===== config.mk =====
export PLATFORM = sky130hd
export DESIGN_NAME = pc_sequencer
export DESIGN_NICKNAME = d
export VERILOG_FILES = /design/src/rtl/pc_seq_pkg.sv /design/src/rtl/pc_sequencer_ras.sv /design/src/rtl/pc_sequencer.sv
export SDC_FILE = /design/constraint.sdc
export NUM_CORES = 1
export LEC_CHECK = 0
export ABC_AREA = 1
export CORE_ASPECT_RATIO = 0.75
export CORE_MARGIN = 10
export CORE_UTILIZATION = 58
export CTS_CLUSTER_SIZE = 40
export DETAILED_ROUTE_END_ITERATION = 6
export GPL_TIMING_DRIVEN = 0
export PLACE_DENSITY = 0.93
export SYNTH_ARGS = -nofsm -noshare
export SYNTH_HDL_FRONTEND = slang
export SYNTH_SLANG_ARGS = --single-unit

===== constraint.sdc =====
create_clock -name clk -period 7.9 [get_ports clk]
set_input_delay 1.58 -clock clk [delete_from_list [all_inputs] [get_ports clk]]
set_output_delay 1.58 -clock clk [all_outputs]
set_load 0.1 [all_outputs]

===== src/rtl/pc_seq_pkg.sv =====
// ============================================================================
//  Module  : pc_seq_pkg
//  Brief   : Shared next-PC select encoding and default vectors.
//  Rev     : 1.0  initial release
// ============================================================================
`default_nettype none

package pc_seq_pkg;

   typedef enum logic [2:0] {
      SEL_SEQ = 3'd0,
      SEL_BR  = 3'd1,
      SEL_J   = 3'd2,
      SEL_JR  = 3'd3,
      SEL_EXC = 3'd4
   } pc_sel_e;

   localparam logic [31:0] c_RESET_VEC = 32'h0000_0000;
   localparam logic [31:0] c_EXC_VEC   = 32'h8000_0180;
   localparam int          c_STEP      = 4;

endpackage : pc_seq_pkg

`default_nettype wire


===== src/rtl/pc_sequencer_ras.sv =====
// ============================================================================
//  Module  : ras_stack
//  Brief   : Circular return-address stack with push/pop/replace and sticky overflow.
//  Rev     : 1.0  initial release
// ============================================================================
`default_nettype none

module ras_stack #(
   parameter int ADDR_W = 32,
   parameter int DEPTH  = 4
) (
   input  logic              clk,
   input  logic              reset,
   input  logic              push_i,
   input  logic              pop_i,
   input  logic [ADDR_W-1:0] data_i,
   output logic [ADDR_W-1:0] top_o,
   output logic              valid_o,
   output logic              overflow_o
);

   localparam int c_PTR_W = $clog2(DEPTH);
   localparam int c_CNT_W = $clog2(DEPTH + 1);

   logic [ADDR_W-1:0]  mem_q [DEPTH];
   logic [c_PTR_W-1:0] ptr_q, ptr_d;
   logic [c_CNT_W-1:0] cnt_q, cnt_d;
   logic               ovf_q, ovf_d;
   logic [c_PTR_W-1:0] top_idx;
   logic [c_PTR_W-1:0] wr_idx;
   logic               wr_en;
   logic               empty;
   logic               full;

   // ptr_q is the next free slot; when full it also addresses the oldest entry
   assign top_idx = ptr_q - 1'b1;
   assign empty   = (cnt_q == '0);
   assign full    = (cnt_q == c_CNT_W'(DEPTH));

   always_comb begin
      ptr_d  = ptr_q;
      cnt_d  = cnt_q;
      ovf_d  = ovf_q;
      wr_en  = 1'b0;
      wr_idx = ptr_q;
      if (push_i && pop_i && !empty) begin
         wr_en  = 1'b1;
         wr_idx = top_idx;
      end else if (push_i) begin
         wr_en = 1'b1;
         ptr_d = ptr_q + 1'b1;
         if (full) begin
            ovf_d = 1'b1;
         end else begin
            cnt_d = cnt_q + 1'b1;
         end
      end else if (pop_i && !empty) begin
         ptr_d = top_idx;
         cnt_d = cnt_q - 1'b1;
      end
   end

   always_ff @(posedge clk) begin
      if (reset) begin
         ptr_q <= '0;
         cnt_q <= '0;
         ovf_q <= 1'b0;
      end else begin
         ptr_q <= ptr_d;
         cnt_q <= cnt_d;
         ovf_q <= ovf_d;
      end
   end

   always_ff @(posedge clk) begin
      if (wr_en) begin
         mem_q[wr_idx] <= data_i;
      end
   end

   assign top_o      = empty ? '0 : mem_q[top_idx];
   assign valid_o    = !empty;
   assign overflow_o = ovf_q;

endmodule : ras_stack

`default_nettype wire


===== src/rtl/pc_sequencer.sv =====
// ============================================================================
//  Module  : pc_sequencer
//  Brief   : Registered PC with branch/jump/jr/exception redirect, stall and RAS.
//  Rev     : 1.0  initial release
// ============================================================================
`default_nettype none

module pc_sequencer
   import pc_seq_pkg::*;
#(
   parameter int              ADDR_W    = 32,
   parameter int              STEP      = c_STEP,
   parameter logic [ADDR_W-1:0] RESET_VEC = ADDR_W'(c_RESET_VEC),
   parameter logic [ADDR_W-1:0] EXC_VEC   = ADDR_W'(c_EXC_VEC),
   parameter int              RAS_DEPTH = 4
) (
   input  logic              clk,
   input  logic              reset,
   input  logic              stall,
   input  logic              exc,
   input  logic              branch_taken,
   input  logic [15:0]       branch_off,
   input  logic              jump,
   input  logic [25:0]       jump_idx,
   input  logic              jr,
   input  logic [ADDR_W-1:0] jr_target,
   input  logic              call,
   input  logic              ret,
   output logic [ADDR_W-1:0] pc,
   output logic [ADDR_W-1:0] pc_plus_step,
   output logic [ADDR_W-1:0] ras_top,
   output logic              ras_valid,
   output logic              ras_overflow
);

   logic [ADDR_W-1:0] pc_q, pc_d;
   logic [ADDR_W-1:0] br_tgt;
   logic [ADDR_W-1:0] jmp_tgt;
   pc_sel_e           sel;
   logic              hold;
   logic              ras_act;
   logic              ras_push;
   logic              ras_pop;

   assign pc_plus_step = pc_q + ADDR_W'(STEP);
   assign br_tgt       = pc_plus_step + {{(ADDR_W-18){branch_off[15]}}, branch_off, 2'b00};

   generate
      if (ADDR_W > 28) begin : g_jmp_hi
         assign jmp_tgt = {pc_plus_step[ADDR_W-1:28], jump_idx, 2'b00};
      end else begin : g_jmp_lo
         assign jmp_tgt = {jump_idx, 2'b00};
      end
   endgenerate

   always_comb begin
      sel  = SEL_SEQ;
      hold = 1'b0;
      if (exc) begin
         sel = SEL_EXC;
      end else if (stall) begin
         hold = 1'b1;
      end else if (jr) begin
         sel = SEL_JR;
      end else if (jump) begin
         sel = SEL_J;
      end else if (branch_taken) begin
         sel = SEL_BR;
      end
   end

   always_comb begin
      pc_d = pc_plus_step;
      case (sel)
         SEL_EXC: pc_d = EXC_VEC;
         SEL_JR:  pc_d = jr_target;
         SEL_J:   pc_d = jmp_tgt;
         SEL_BR:  pc_d = br_tgt;
         default: pc_d = pc_plus_step;
      endcase
      if (hold) begin
         pc_d = pc_q;
      end
   end

   always_ff @(posedge clk) begin
      if (reset) begin
         pc_q <= RESET_VEC;
      end else begin
         pc_q <= pc_d;
      end
   end

   // RAS moves only on a cycle that actually commits a control transfer
   assign ras_act  = !reset && !exc && !stall;
   assign ras_push = ras_act && call && (jump || jr);
   assign ras_pop  = ras_act && ret && jr;

   ras_stack #(
      .ADDR_W (ADDR_W),
      .DEPTH  (RAS_DEPTH)
   ) u_ras (
      .clk        (clk),
      .reset      (reset),
      .push_i     (ras_push),
      .pop_i      (ras_pop),
      .data_i     (pc_plus_step),
      .top_o      (ras_top),
      .valid_o    (ras_valid),
      .overflow_o (ras_overflow)
   );

   assign pc = pc_q;

endmodule : pc_sequencer

`default_nettype wire


==> results.txt <==
- Category of the worst setup path capture point: output port
- The first routing iteration left 1181 violations.
- Later-pin clock latency in the skew report: 0.43 ns
- Cell Area, Placed: 0.01215 mm²
- The die covers 0.02289 mm².
- After clock tree synthesis, the clock-pin slew on the worst setup and hold paths is 0.06 ns.
- GRT overflow: 0
- Hold timing on the final database bottoms out at a slack of 0.4997 ns.
- The number of hold buffers added after CTS was 0.
* Total wire length after detailed routing: 35710 µm
- Worst Min Path Start: u_ras.cnt_q[1]
- Share of post-route cells with drive strength above 1: 6.259%
- Count of clock tree sinks: 166
- Part of the power in registers: 38.0%
- Clk_skew: 0.01500 ns
* Worst VDD drop: 0.1528 mV
- STA classifies the critical path startpoint as a register.
* Wire length of the first global-routing pass: 53150 µm
* Row count: 41
- During placement, the flow inserted port buffers numbering 180.
- Number of H-tree levels: 4
* Post-CTS Setup Repair Bufs: 0
* Hold violation total from the final report: 0
- In this run the cell area of the synthesized design comes to 0.009971 mm².
- The area growth from synthesis to layout is 28.11%.
* Post-route minimum period: 5.324 ns
- Nets: 1544
- Clock share of power: 34.1%
- Entering global routing, the biggest net connects 33 pins.
- Power after layout: 2.597 mW
- Power spread over the standard cell area amounts to 203.3 mW/mm².
- The final critical path takes up 67.39% of the cycle.
* Sw Pwr: 0.8826 mW
- Post-synth EDFFs: 128
- In the final timing run, aggregate negative setup slack is 0 ns.
- Routability congestion estimate from global placement: 0.9727
* Number of top-level pins: 181
- Worst reg2reg startpoint: pc[7]
* Top fanout value on the critical path: 10
- Arrival time reported for the critical path endpoint: 3.74 ns
- Result of the run: completed
- Max-cap violations in this run came to 0.
- Path category of the worst min-delay check: register to register
- Post-synthesis sequential area ratio: 46.18%
- Initial core utilization: 59.26%
- In the synthesized netlist the dominant register cell turns out to be sky130_fd_sc_hd__edfxtp_1.
- Most common cell after layout, fill and taps aside: sky130_fd_sc_hd__nand2_1
- The critical path starts at u_ras.ptr_q[0].
- Total CTS buffers: 17
* Number of inserted diodes: 0
- Global routing consumed, over all layers together, 30.16% of the routing resources.
- Setup violations remaining at the end of the flow were counted as 0.
- Vias in the first global route: 9533
* Kind of critical path: register to output port
* Post-Layout Inst Area: 0.01277 mm²
- Warnings from Yosys: 0
- Internal power comes to 1.715 mW.
- After detailed routing, the average wire length per cell comes to 21.60 µm.
- Net switching is 33.98% of the power.
* Worst-Margin Slew: 1.056 ns
- Standby leakage power: 5.352 nW
- Clock root buffer master: sky130_fd_sc_hd__clkbuf_16
- CORE AREA: 0.01683 mm²
* Antenna violations before repair: 0
- Final Max Tran Viols: 0
* Final HPWL from detailed placement: 27000 µm
* Setup repair after global routing missed its margin: false
* Remaining antenna violation count after routing: 0
- Cell count after synthesis: 1223
- Maximum operating frequency: 0.1878 GHz
- Counting along the longest clock path gives a buffer depth of 2.
* Die extent in x: 171.4 µm
- Worst path required time: 6.32 ns
* Via Count: 9995
* Number of gates resized after CTS: 0
- Measured against its own limit, the worst slew margin works out to 29.36%.
- Before antenna repair, the detailed router went through 6 iterations.
- Combinational logic is responsible for 27.9% of the overall power.
- Post-synth cell types: 46
* Die boundary height: 133.6 µm
- Leaving out fill and tap cells, the most frequent cells in the layout are sky130_fd_sc_hd__nand2_1, sky130_fd_sc_hd__clkdlybuf4s50_1, sky130_fd_sc_hd__inv_1, sky130_fd_sc_hd__edfxtp_1, sky130_fd_sc_hd__a21oi_1.
- After synthesis, the mean cell area works out to 8.153 µm².
- Clock tree from TritonCTS: done
- After synthesis the netlist holds a flip-flop and latch count of 166.
* Residual DRC count: 0
- Counting every net in the synthesized netlist gives 1342.
* Post-DR vias/cell: 6.047
* Share of synthesized registers carrying an async set or reset: 0%
==> final timing paths <==
kind	depth (start not counted)	end	slack [ns]
min	2	u_ras.cnt_q[1]	0.50
min reg2reg	2	u_ras.cnt_q[1]	0.50
max	6	ras_top[13]	2.58
max reg2reg	18	pc[30]	4.13
==> sequential cells by signal, indices dropped and copies added, names as in the netlist <==
| signal | cells |
|---|---|
| u_ras.cnt_q | 3 |
| u_ras.ptr_q | 2 |
| u_ras.overflow_o | 1 |
| u_ras.mem_q | 128 |
| pc | 32 |
==> through the flow <==
step                setup WS [ns]  utilization (%)  instances
floorplan                   2.195                -       1223
global placement            1.902            71.56       1618
detailed placement          2.961            72.19       1621
CTS                         2.633            75.91       1653
global route                2.489            75.91       1653
finish                      2.576            75.91       1653
==> power by group through the flow <==
stage | combinational, mW | clock, mW | sequential (mW)
CTS | 0.714 | 0.881 | 0.986
global placement | 0.699 | 0 | 1.00
finish | 0.724 | 0.886 | 0.988
floorplan | 0.405 | 0 | 1.09
detailed placement | 0.710 | 0 | 1.00
global route | 0.761 | 0.912 | 0.989
==> worst max-delay path, stage by stage (launching register included) <==
cell                              delay, ns
sky130_fd_sc_hd__dfxtp_1               0.34
sky130_fd_sc_hd__clkinv_1              0.22
sky130_fd_sc_hd__nor2_1                0.47
sky130_fd_sc_hd__clkbuf_1              0.60
sky130_fd_sc_hd__nand2_1               0.14
sky130_fd_sc_hd__a31oi_1               0.34
sky130_fd_sc_hd__clkdlybuf4s50_1       1.21
==> area by class of cell <==
class	instances	area, µm²
multi-input cells	870	4667
flip-flops and latches	166	4604
fillers	1144	4053
repair buffers	183	1877
inverters	147	551.8
clock buffers	22	444.2
well taps	215	269.0
clock inverters	10	182.7
plain buffers	40	177.7
==> Yosys cell counts, types with 3 or more instances <==
library cell	instances	area, µm²
sky130_fd_sc_hd__nand2_1	379	1423
sky130_fd_sc_hd__inv_1	139	521.8
sky130_fd_sc_hd__edfxtp_1	128	3844
sky130_fd_sc_hd__nor2_1	71	266.5
sky130_fd_sc_hd__a21oi_1	69	345.3
sky130_fd_sc_hd__nand3_1	52	260.3
sky130_fd_sc_hd__o21ai_0	52	260.3
sky130_fd_sc_hd__dfxtp_1	38	760.7
sky130_fd_sc_hd__a22o_1	36	315.3
sky130_fd_sc_hd__ha_1	34	425.4
sky130_fd_sc_hd__a31oi_1	29	181.4
sky130_fd_sc_hd__clkbuf_1	25	93.84
sky130_fd_sc_hd__nand4_1	24	150.1
sky130_fd_sc_hd__xor2_1	19	166.4
sky130_fd_sc_hd__buf_2	10	50.05
sky130_fd_sc_hd__nand3b_1	10	75.07
sky130_fd_sc_hd__o21bai_1	10	75.07
sky130_fd_sc_hd__a221oi_1	9	78.83
sky130_fd_sc_hd__nor2_2	9	56.30
sky130_fd_sc_hd__nor3_1	9	45.04
sky130_fd_sc_hd__or2_2	7	43.79
sky130_fd_sc_hd__inv_2	6	22.52
sky130_fd_sc_hd__nor2_4	6	67.56
sky130_fd_sc_hd__a22oi_1	4	30.03
sky130_fd_sc_hd__buf_4	4	30.03
sky130_fd_sc_hd__o21ai_1	4	20.02
sky130_fd_sc_hd__xnor2_1	4	35.03
sky130_fd_sc_hd__a41oi_1	3	26.28
sky130_fd_sc_hd__and2_1	3	18.77
sky130_fd_sc_hd__nand2_2	3	18.77
sky130_fd_sc_hd__nand3_2	3	30.03
sky130_fd_sc_hd__o211ai_1	3	22.52
==> logic make-up (layout without fill, tap and decap cells) <==
family / count (synthesis) / in the layout / share of synthesized area (%)
and+or+nand+nor: 587 / 587 / 25.81
AOI/OAI and AO/OA: 224 / 224 / 14.00
buffers and inverters: 187 / 402 / 7.316
DFF: 166 / 166 / 46.18
adders and majority gates: 36 / 36 / 4.668
xor gates and xnor gates: 23 / 23 / 2.020
==> routing by layer <==
metal	GRT usage [%]	up-vias	wire, µm
met4	11.81	0	1181
met1	38.08	4632	13730
met5	0	-	0
li1	-	4558	-
met3	6.641	99	4129
met2	49.22	706	16670
Power figures use the tool's default switching activity.
